`src/rtl/alu_cmd_master_if.sv`:
```
// Handshake bundle between the ALU command master and its UART FIFO pair / host.
// master: the command initiator; slave: the host and FIFO environment driving it.
interface alu_cmd_master_if #(
    parameter int BUS_SIZE = 8,
    parameter int OP_SIZE  = 6
);
    logic                i_start;
    logic [BUS_SIZE-1:0] i_op_a;
    logic [BUS_SIZE-1:0] i_op_b;
    logic [OP_SIZE-1:0]  i_op_code;
    logic                tx_full;
    logic                rx_empty;
    logic [BUS_SIZE-1:0] i_rx_data;
    logic [BUS_SIZE-1:0] o_tx_data;
    logic                o_wr;
    logic                o_rd;
    logic [BUS_SIZE-1:0] o_result;
    logic                o_done;
    logic                o_timeout;
    logic                o_busy;

    modport master (
        input  i_start, i_op_a, i_op_b, i_op_code, tx_full, rx_empty, i_rx_data,
        output o_tx_data, o_wr, o_rd, o_result, o_done, o_timeout, o_busy
    );

    modport slave (
        output i_start, i_op_a, i_op_b, i_op_code, tx_full, rx_empty, i_rx_data,
        input  o_tx_data, o_wr, o_rd, o_result, o_done, o_timeout, o_busy
    );
endinterface

```
`src/rtl/alu_cmd_master.sv`:
```
// Host-side ALU command initiator: pushes A, B, opcode into the UART TX FIFO,
// then waits (bounded) for one result byte from the RX FIFO.
module alu_cmd_master #(
    parameter int BUS_SIZE       = 8,
    parameter int OP_SIZE        = 6,
    parameter int TIMEOUT_CYCLES = 1000000,
    parameter int TO_W           = 20
) (
    input  logic              clk,
    input  logic              i_reset,
    alu_cmd_master_if.master  bus
);

    typedef enum logic [2:0] {
        IDLE,
        SEND_A,
        SEND_B,
        SEND_OP,
        WAIT_RES
    } state_t;

    state_t              state_q, state_d;
    logic [BUS_SIZE-1:0] op_a_q;
    logic [BUS_SIZE-1:0] op_b_q;
    logic [OP_SIZE-1:0]  op_code_q;
    logic [BUS_SIZE-1:0] result_q;
    logic [TO_W-1:0]     to_cnt_q;
    logic                done_q;
    logic                timeout_q;

    logic                latch;
    logic                capture;
    logic                to_fire;
    logic                wr;
    logic                rd;
    logic [BUS_SIZE-1:0] tx_data;

    always_comb begin
        state_d = state_q;
        latch   = 1'b0;
        capture = 1'b0;
        to_fire = 1'b0;
        wr      = 1'b0;
        rd      = 1'b0;
        tx_data = '0;
        case (state_q)
            IDLE: begin
                if (bus.i_start) begin
                    latch   = 1'b1;
                    state_d = SEND_A;
                end
            end
            SEND_A: begin
                tx_data = op_a_q;
                if (!bus.tx_full) begin
                    wr      = 1'b1;
                    state_d = SEND_B;
                end
            end
            SEND_B: begin
                tx_data = op_b_q;
                if (!bus.tx_full) begin
                    wr      = 1'b1;
                    state_d = SEND_OP;
                end
            end
            SEND_OP: begin
                tx_data = BUS_SIZE'(op_code_q);
                if (!bus.tx_full) begin
                    wr      = 1'b1;
                    state_d = WAIT_RES;
                end
            end
            WAIT_RES: begin
                // Arriving data takes priority over a timeout on the same cycle.
                if (!bus.rx_empty) begin
                    rd      = 1'b1;
                    capture = 1'b1;
                    state_d = IDLE;
                end else if (to_cnt_q == TO_W'(TIMEOUT_CYCLES - 1)) begin
                    to_fire = 1'b1;
                    state_d = IDLE;
                end
            end
            default: state_d = IDLE;
        endcase
    end

    always_ff @(posedge clk or posedge i_reset) begin
        if (i_reset) begin
            state_q   <= IDLE;
            op_a_q    <= '0;
            op_b_q    <= '0;
            op_code_q <= '0;
            result_q  <= '0;
            to_cnt_q  <= '0;
            done_q    <= 1'b0;
            timeout_q <= 1'b0;
        end else begin
            state_q <= state_d;
            done_q  <= capture;
            if (latch) begin
                op_a_q    <= bus.i_op_a;
                op_b_q    <= bus.i_op_b;
                op_code_q <= bus.i_op_code;
            end
            if (capture) begin
                result_q <= bus.i_rx_data;
            end
            if (latch) begin
                timeout_q <= 1'b0;
            end else if (to_fire) begin
                timeout_q <= 1'b1;
            end
            // Counter runs only while staying in WAIT_RES, so it is 0 on every entry.
            if (state_q == WAIT_RES && state_d == WAIT_RES) begin
                to_cnt_q <= to_cnt_q + TO_W'(1);
            end else begin
                to_cnt_q <= '0;
            end
        end
    end

    assign bus.o_tx_data = tx_data;
    assign bus.o_wr      = wr;
    assign bus.o_rd      = rd;
    assign bus.o_result  = result_q;
    assign bus.o_done    = done_q;
    assign bus.o_timeout = timeout_q;
    assign bus.o_busy    = (state_q != IDLE);

endmodule

```
`src/flat_wrapper.sv`:
```
// flat-port wrapper written by rule: the top's interface ports become plain ports
module alu_cmd_master_flat 
#(
    parameter int BUS_SIZE       = 8,
    parameter int OP_SIZE        = 6,
    parameter int TIMEOUT_CYCLES = 1000000,
    parameter int TO_W           = 20
)
  (clk, i_reset, bus_i_start, bus_i_op_a, bus_i_op_b, bus_i_op_code, bus_tx_full, bus_rx_empty, bus_i_rx_data, bus_o_tx_data, bus_o_wr, bus_o_rd, bus_o_result, bus_o_done, bus_o_timeout, bus_o_busy);
  alu_cmd_master_if #(.BUS_SIZE(BUS_SIZE), .OP_SIZE(OP_SIZE)) bus_i ();
  input  logic clk;
  input  logic i_reset;
  input wire logic [$bits(bus_i.i_start)-1:0] bus_i_start;
  input wire logic [$bits(bus_i.i_op_a)-1:0] bus_i_op_a;
  input wire logic [$bits(bus_i.i_op_b)-1:0] bus_i_op_b;
  input wire logic [$bits(bus_i.i_op_code)-1:0] bus_i_op_code;
  input wire logic [$bits(bus_i.tx_full)-1:0] bus_tx_full;
  input wire logic [$bits(bus_i.rx_empty)-1:0] bus_rx_empty;
  input wire logic [$bits(bus_i.i_rx_data)-1:0] bus_i_rx_data;
  output wire logic [$bits(bus_i.o_tx_data)-1:0] bus_o_tx_data;
  output wire logic [$bits(bus_i.o_wr)-1:0] bus_o_wr;
  output wire logic [$bits(bus_i.o_rd)-1:0] bus_o_rd;
  output wire logic [$bits(bus_i.o_result)-1:0] bus_o_result;
  output wire logic [$bits(bus_i.o_done)-1:0] bus_o_done;
  output wire logic [$bits(bus_i.o_timeout)-1:0] bus_o_timeout;
  output wire logic [$bits(bus_i.o_busy)-1:0] bus_o_busy;
  assign bus_i.i_start = bus_i_start;
  assign bus_i.i_op_a = bus_i_op_a;
  assign bus_i.i_op_b = bus_i_op_b;
  assign bus_i.i_op_code = bus_i_op_code;
  assign bus_i.tx_full = bus_tx_full;
  assign bus_i.rx_empty = bus_rx_empty;
  assign bus_i.i_rx_data = bus_i_rx_data;
  assign bus_o_tx_data = bus_i.o_tx_data;
  assign bus_o_wr = bus_i.o_wr;
  assign bus_o_rd = bus_i.o_rd;
  assign bus_o_result = bus_i.o_result;
  assign bus_o_done = bus_i.o_done;
  assign bus_o_timeout = bus_i.o_timeout;
  assign bus_o_busy = bus_i.o_busy;
  alu_cmd_master #(.BUS_SIZE(BUS_SIZE), .OP_SIZE(OP_SIZE), .TIMEOUT_CYCLES(TIMEOUT_CYCLES), .TO_W(TO_W)) u_core (.clk(clk), .i_reset(i_reset), .bus(bus_i));
endmodule
```
`config.mk`:
```
export PLATFORM = sky130hd
export DESIGN_NAME = alu_cmd_master_flat
export DESIGN_NICKNAME = d
export VERILOG_FILES = /design/src/rtl/alu_cmd_master_if.sv /design/src/rtl/alu_cmd_master.sv /design/src/flat_wrapper.sv
export SDC_FILE = /design/constraint.sdc
export NUM_CORES = 1
export LEC_CHECK = 0
export BUFFER_PORTS_ARGS = -buffer_cell sky130_fd_sc_hd__buf_2
export CAP_MARGIN = 30
export CORE_UTILIZATION = 54
export DETAILED_ROUTE_END_ITERATION = 10
export HOLD_SLACK_MARGIN = 0.08
export PLACE_DENSITY = 0.76
export SETUP_SLACK_MARGIN = 0.02
export SYNTH_ARGS = -nofsm -noshare
export SYNTH_HDL_FRONTEND = slang
export SYNTH_SLANG_ARGS = --single-unit
export TNS_END_PERCENT = 100
```
`constraint.sdc`:
```
create_clock -name clk -period 2.8 [get_ports clk]
set_clock_uncertainty 0.1 [all_clocks]
set_input_delay 0 -clock clk [delete_from_list [all_inputs] [get_ports clk]]
set_output_delay 0 -clock clk [all_outputs]
set_load 0.01 [all_outputs]
```
==> results of run 1 <==
[critical path, stage by stage, from the launching register on]
cell and delay [ns]:
sky130_fd_sc_hd__dfrtp_1 0.45, sky130_fd_sc_hd__or4b_1 0.56, sky130_fd_sc_hd__or4_4 0.55, sky130_fd_sc_hd__o21bai_4 0.42
sky130_fd_sc_hd__o31ai_2 0.12
[stage by stage]
| stage | power (W) | hold WS, ns | instance area, µm² | setup WS (ns) |
|---|---|---|---|---|
| after floorplan | 0.00183 | -0.0493 | 2540 | 0.773 |
| after global placement | 0.00208 | 0.132 | 2840 | 0.525 |
| after detailed placement | 0.00212 | -0.110 | 2860 | 0.478 |
| after CTS | 0.00270 | 0.104 | 3320 | 0.459 |
| after global routing | 0.00287 | 0.171 | 3320 | 0.339 |
| final | 0.00273 | 0.140 | 3320 | 0.455 |
[final timing paths]
| path | depth (start not counted) | slack [ns] | endpoint |
|---|---|---|---|
| min in group clk | 3 | 0.36 | u_core.op_a_q[2] |
| worst min-delay path | 3 | 0.14 | u_core.bus.o_result[2] |
| worst max register to register | 4 | 0.46 | u_core.state_q[2] |
| worst min register to register | 1 | 0.39 | u_core.to_cnt_q[0] |
| worst max-delay path | 4 | 0.46 | u_core.state_q[2] |
| max in group asynchronous | 4 | 1.94 | u_core.to_cnt_q[10] |
[power groups by stage]
stage	clock [W]	sequential [W]	combinational [W]
3_5_place_dp	0	0.00124	0.000880
2_1_floorplan	0	0.00117	0.000657
6_report	0.000546	0.00123	0.000945
5_1_grt	0.000589	0.00127	0.00101
4_1_cts	0.000559	0.00122	0.000921
3_3_place_gp	0	0.00123	0.000856
[layer usage]
layer,wire (µm),share of wire (%),track usage [%],vias to the layer above
met3,256,4.5,5.27,13
met2,2780,49,41.4,56
met4,135,2.4,11.8,0
li1,-,-,-,960
met1,2550,45,32.8,954
met5,0,0,0,-
[area by class of cell]
cell class	instances	area share, %
clock buffer	6	2.49
timing repair buffer	92	19.6
multi-input combinational	150	33.1
clock inverter	2	1.06
tap	52	1.96
inverter	3	0.339
sequential	55	41.5
[synthesized netlist by cell type]
library cell | count | area share, %
sky130_fd_sc_hd__a21oi_1 | 7 | 1.4
sky130_fd_sc_hd__a22oi_1 | 8 | 2.4
sky130_fd_sc_hd__and3_1 | 4 | 0.98
sky130_fd_sc_hd__and4_1 | 2 | 0.69
sky130_fd_sc_hd__buf_1 | 1 | 0.15
sky130_fd_sc_hd__buf_2 | 2 | 0.39
sky130_fd_sc_hd__buf_6 | 2 | 0.89
sky130_fd_sc_hd__clkbuf_1 | 4 | 0.59
sky130_fd_sc_hd__clkbuf_2 | 1 | 0.20
sky130_fd_sc_hd__dfrtp_1 | 55 | 54
sky130_fd_sc_hd__ha_1 | 1 | 0.49
sky130_fd_sc_hd__inv_1 | 3 | 0.44
sky130_fd_sc_hd__mux2_2 | 36 | 16
sky130_fd_sc_hd__nand2_1 | 6 | 0.89
sky130_fd_sc_hd__nand3_1 | 11 | 2.2
sky130_fd_sc_hd__nand3b_1 | 1 | 0.30
sky130_fd_sc_hd__nand4_1 | 5 | 1.2
sky130_fd_sc_hd__nand4b_1 | 1 | 0.34
sky130_fd_sc_hd__nor2_1 | 28 | 4.1
sky130_fd_sc_hd__nor2b_1 | 3 | 0.74
sky130_fd_sc_hd__nor3_1 | 4 | 0.79
sky130_fd_sc_hd__nor4_1 | 1 | 0.25
sky130_fd_sc_hd__o21ai_0 | 4 | 0.79
sky130_fd_sc_hd__o21bai_4 | 1 | 0.74
sky130_fd_sc_hd__o22a_1 | 1 | 0.34
sky130_fd_sc_hd__o31ai_1 | 2 | 0.59
sky130_fd_sc_hd__o31ai_2 | 1 | 0.49
sky130_fd_sc_hd__or3_1 | 4 | 0.98
sky130_fd_sc_hd__or4_1 | 3 | 0.89
sky130_fd_sc_hd__or4_4 | 1 | 0.44
sky130_fd_sc_hd__or4b_1 | 2 | 0.79
sky130_fd_sc_hd__xnor2_1 | 5 | 1.7
sky130_fd_sc_hd__xor2_1 | 8 | 2.8
[kinds of logic (layout without fill, tap and decap cells)]
family                     after synthesis  count (layout)  share of synthesized area (%)
muxes                                   36              36                           15.9
AOI/OAI and AO/OA                       24              24                           6.69
DFF                                     55              55                           54.1
buffers and inverters                   13             103                           2.66
xor gates and xnor gates                13              13                           4.48
and+or+nand+nor                         76              76                           15.6
adders and majority gates                1               1                          0.492
[registers in the layout, summed over array words and instances, names as in the netlist]
register / cells
u_core.bus.o_timeout: 1
u_core.bus.o_result: 8
u_core.op_b_q: 8
u_core.bus.o_done: 1
u_core.to_cnt_q: 20
u_core.op_a_q: 8
u_core.state_q: 3
u_core.op_code_q: 6
==> out/results.md, run 1 <==
| Metric | Value |
| --- | --- |
| Data required time at the worst endpoint | 2.87 ns |
| Number of detailed-route iterations in the first pass | 4 |
| Total number of clock tree sinks | 55 |
| Clk Latency, worst-skew pair | 0.31 ns |
| Minimum clock period | 2.34 ns |
| Total via count in the routed design | 1983 |
| Number of antenna violations at the first check in global routing | 0 |
| CTS tree | done |
| Least-Margin Pin Slew | 0.655 ns |
| Area Overhead vs Synth | 30.6% |
| Hold bufs inserted after CTS | 34 |
| Number of placed instances, taps included | 318 |
| Headroom to the max-slew limit | 56.3% |
| Top Ports | 56 |
| DRC Markers | 0 |
| Worst-path maximum fanout | 20 |
| Clk pwr share | 20.0% |
| Total number of yosys warnings | 0 |
| Vias per std cell | 5.51 |
| Global placer's final weighted congestion | 0.804 |
| Setup tns final | 0 ns |
| Maximum number of pins on one net before global-route repair | 41 |
| Data arrival, critical path | 2.42 ns |
| Horizontal extent of the die | 70.6 µm |
| Number of buffers created by CTS | 5 |
| Via count of the first global-routing pass | 2086 |
| Logic gate share of total power | 34.7% |
| Unique cell type count in the Yosys netlist | 33 |
| Max_cap viols | 0 |
| Sequential cell area | 1380 µm² |
| Final clock period utilization by the worst path | 83.7% |
| Core Box Area | 4440 µm² |
| Share of the yosys chip area belonging to registers | 54.1% |
| Overall global routing resource usage | 25.3% |
| Net switching power | 0.000878 W |
| Avg Inst Size Synth | 11.7 µm² |
| Critical register-to-register path startpoint | u_core.to_cnt_q[6] |
| Internal power | 0.00185 W |
| Congestion Overflow GR | 0 |
| Wire length of the first global-routing pass | 9730 µm |
| Post_cts resized | 0 |
| Number of H-tree levels | 2 |
| Critical path endpoint category | flip-flop |
| Peak VDD IR | 0.603 mV |
| Final Net Count | 343 |
| Std-Cell Rows | 24 |
| P per Cell Area | 821 nW/µm² |
| Antenna-violating nets left | 0 |
| Area of the multi-input gates | 1100 µm² |
| Total nets after synthesis | 254 |
| Final setup viols | 0 |
| Hold Violations, Final | 0 |
| Result of the run | finished, final reports clean |
| Clock transition at the register clock pins on the worst setup and hold paths after CTS | 0.10 ns |
| Cells after Synth | 218 |
| Root cell of the clock tree | sky130_fd_sc_hd__clkbuf_8 |
| Leakage power | 1.49 nW |
| Initial Utilization | 57.2% |
| Post-Route WL | 5720 µm |
| Launching element of the worst setup path | u_core.to_cnt_q[6] |
| Fraction of power spent switching nets | 32.2% |
| Number of DRC markers after the initial detailed-route iteration | 108 |
| Combined area of all synthesized cells | 2540 µm² |
| Setup repair after global routing missed its margin | false |
| Final Core Density | 74.7% |
| Critical path launch point type | flip-flop |
| # Post-CTS Setup Buffers | 0 |
| # port buffers | 55 |
| Antenna diode instance count | 0 |
| Floorplan die area | 4990 µm² |
| Class of the most critical setup path | reg2reg |
| Number of filler cells placed in the layout | 310 |
| Timing-limited maximum frequency | 427 MHz |
| Detail-routed net length per standard cell | 15.9 µm |
| Share of layout cells above drive strength 1 | 34.4% |
| Die Y-Extent | 70.6 µm |
| Half-perimeter wire length of the detailed placement result | 3270 µm |
| Leading cell types in the layout, fill and taps excluded | 55 x sky130_fd_sc_hd__buf_2, 55 x sky130_fd_sc_hd__dfrtp_1, 36 x sky130_fd_sc_hd__mux2_2 |
| Hold WC Path Type | in2async |
| Fraction of power consumed by sequential logic | 45.3% |
| Buffers from clock root to sink, at most | 2 |
| Final number of max-transition violations | 0 |
| Number of register bits inferred by synthesis | 55 |
| Final instance count without filler cells | 360 |
No activity file was read; power rests on OpenSTA's default activity.
==> run 2: changes to the inputs <==
CORE_UTILIZATION = 48   (was 54)
PLACE_DENSITY = 0.72   (was 0.76)
clock period = 2.1 ns   (was 2.8 ns; I/O delays follow)
==> out/results.md, run 2 (synthesis results as in run 1) <==
| Metric | Value | vs previous |
| --- | --- | --- |
| Largest register by flop count | u_core.to_cnt_q |  |
| Floorplan die area | 5590 µm² | +12% |
| Root cell of the clock tree | sky130_fd_sc_hd__clkbuf_8 |  |
| Number of DRC markers after the initial detailed-route iteration | 82 | -24% |
| Total via count in the routed design | 2018 | +1.8% |
| Final Net Count | 357 | +4.1% |
| Net switching power | 0.00117 W | +33% |
| Wire length of the first global-routing pass | 9620 µm | -1.1% |
| Detail-routed net length per standard cell | 14.6 µm | -7.9% |
| # Post-CTS Setup Buffers | 0 | unchanged |
| Clock transition at the register clock pins on the worst setup and hold paths after CTS | 0.10 ns | about the same |
| Post-route setup slack | 0.0334 ns | -0.422 ns |
| Class of the most critical setup path | reg2reg |  |
| DRC Markers | 0 | unchanged |
| Fraction of power spent switching nets | 32.9% | +0.72 points |
| Vias per std cell | 5.15 | -6.5% |
| Overall global routing resource usage | 22.6% | -2.7 points |
| Clk pwr share | 16.4% | -3.6 points |
| Horizontal extent of the die | 74.8 µm | +5.9% |
| Top Ports | 56 | unchanged |
| Global placer's final weighted congestion | 0.834 | +3.8% |
| Minimum clock period | 2.07 ns | -0.278 ns |
| Final setup viols | 0 | unchanged |
| Sequential cell area | 1380 µm² | unchanged |
| Hold WC Path Type | in2async |  |
| Peak VDD IR | 0.676 mV | +12% |
| Setup repair after global routing missed its margin | true |  |
| CTS tree | done |  |
| Critical path endpoint category | flip-flop |  |
| Number of filler cells placed in the layout | 377 | +22% |
| Final clock period utilization by the worst path | 98.4% | +15 points |
| Fraction of power consumed by sequential logic | 43.5% | -1.8 points |
| Timing-limited maximum frequency | 484 MHz | +13% |
| Data required time at the worst endpoint | 2.20 ns | -0.67 ns |
| Via count of the first global-routing pass | 2053 | -1.6% |
| Area Overhead vs Synth | 35.7% |  |
| Logic gate share of total power | 40.1% | +5.4 points |
| Std-Cell Rows | 26 | +8.3% |
| Critical path launch point type | flip-flop |  |
| Worst-path maximum fanout | 10 | -50% |
| Area of the multi-input gates | 1110 µm² | +1.1% |
| Flip-flop count of the largest register after layout | 20 | unchanged |
| Number of antenna violations at the first check in global routing | 0 | unchanged |
| Worst-case setup slack after placement | 0.0183 ns | -0.459 ns |
| Total number of clock tree sinks | 55 | unchanged |
| Internal power | 0.00239 W | +29% |
| Final number of max-transition violations | 0 | unchanged |
| Number of buffers created by CTS | 5 | unchanged |
| Share of layout cells above drive strength 1 | 37.9% | +3.5 points |
| Result of the run | finished, final reports clean |  |
| Max_cap viols | 0 | unchanged |
| Final Core Density | 67.6% | -7.1 points |
| Die Y-Extent | 74.8 µm | +5.9% |
| Number of detailed-route iterations in the first pass | 4 | unchanged |
| Hold Violations, Final | 0 | unchanged |
| Antenna diode instance count | 0 | unchanged |
| Data arrival, critical path | 2.16 ns | -0.26 ns |
| Leading cell types in the layout, fill and taps excluded | 55 x sky130_fd_sc_hd__buf_2, 55 x sky130_fd_sc_hd__dfrtp_1, 36 x sky130_fd_sc_hd__mux2_2 |  |
| Buffers from clock root to sink, at most | 2 | unchanged |
| Half-perimeter wire length of the detailed placement result | 3530 µm | +8.0% |
| Core Box Area | 5110 µm² | +15% |
| Antenna-violating nets left | 0 | unchanged |
| Post-Route WL | 5740 µm | +0.24% |
| Headroom to the max-slew limit | 57.0% | +0.70 points |
| Setup tns final | 0 ns | unchanged |
| # port buffers | 55 | unchanged |
| Clk Latency, worst-skew pair | 0.30 ns | about the same |
| Number of H-tree levels | 2 | unchanged |
| Congestion Overflow GR | 0 | unchanged |
| P per Cell Area | 1030 nW/µm² | +26% |
| Least-Margin Pin Slew | 0.645 ns | -0.0101 ns |
| Maximum number of pins on one net before global-route repair | 31 | -24% |
| Initial Utilization | 49.8% | -7.4 points |
| Leakage power | 1.55 nW | +4.0% |
run 2: per-stage QoR:
stage	cell area, µm²	instances	hold WS, ns	total power [W]
after detailed placement	3000	350	0.0262	0.00290
after global routing	3450	392	0.291	0.00377
after global placement	3000	350	0.0196	0.00286
after floorplan	2540	218	-0.0493	0.00244
final	3450	392	0.223	0.00356
after CTS	3430	392	0.239	0.00354
run 2: worst paths after layout:
| path | cells after the start | slack [ns] | startpoint | end |
|---|---|---|---|---|
| min in group clk | 3 | 0.36 | bus_i_op_a[1] | u_core.op_a_q[1] |
| worst min register to register | 1 | 0.39 | u_core.to_cnt_q[0] | u_core.to_cnt_q[0] |
| worst max register to register | 5 | 0.03 | u_core.to_cnt_q[11] | u_core.state_q[2] |
| max in group asynchronous | 4 | 1.10 | i_reset | u_core.op_a_q[6] |
| worst min-delay path | 3 | 0.22 | i_reset | u_core.bus.o_result[2] |
| worst max-delay path | 5 | 0.03 | u_core.to_cnt_q[11] | u_core.state_q[2] |
run 2: critical path: stages, from the launching register on:
cell,delay (ns)
sky130_fd_sc_hd__dfrtp_1,0.39
sky130_fd_sc_hd__or4_4,0.53
sky130_fd_sc_hd__or4_4,0.57
sky130_fd_sc_hd__o21bai_4,0.15
sky130_fd_sc_hd__buf_6,0.16
sky130_fd_sc_hd__o31ai_2,0.07
run 2: power by group through the flow:
| stage | combinational, W | sequential [W] | clock (W) |
|---|---|---|---|
| 2_1_floorplan | 0.000875 | 0.00157 | 0 |
| 3_3_place_gp | 0.00132 | 0.00154 | 0 |
| 3_5_place_dp | 0.00134 | 0.00156 | 0 |
| 4_1_cts | 0.00139 | 0.00154 | 0.000604 |
| 5_1_grt | 0.00155 | 0.00158 | 0.000632 |
| 6_report | 0.00143 | 0.00155 | 0.000585 |
run 2: what timing repair did:
action                                 in CTS  in global routing
gates cloned                                0                  0
endpoints found under the hold margin      65                  0
hold buffers                               34                  0
resized for setup                           0                  5
setup endpoints to repair                   2                 21
run 2: per-layer routing:
| layer | GRT usage, % | routed length (µm) | vias up |
|---|---|---|---|
| li1 | - | - | 991 |
| met1 | 30.5 | 2560 | 981 |
| met2 | 36.4 | 2870 | 41 |
| met3 | 5.22 | 241 | 5 |
| met4 | 7.13 | 62 | 0 |
| met5 | 0 | 0 | - |
run 2: area by class of cell:
cell class,count,area share (%)
Sequential cell,55,39.9
Multi-Input combinational cell,150,32.2
Timing Repair Buffer,106,22.5
Tap cell,70,2.54
Clock buffer,6,2.10
Clock inverter,2,0.471
Inverter,3,0.326
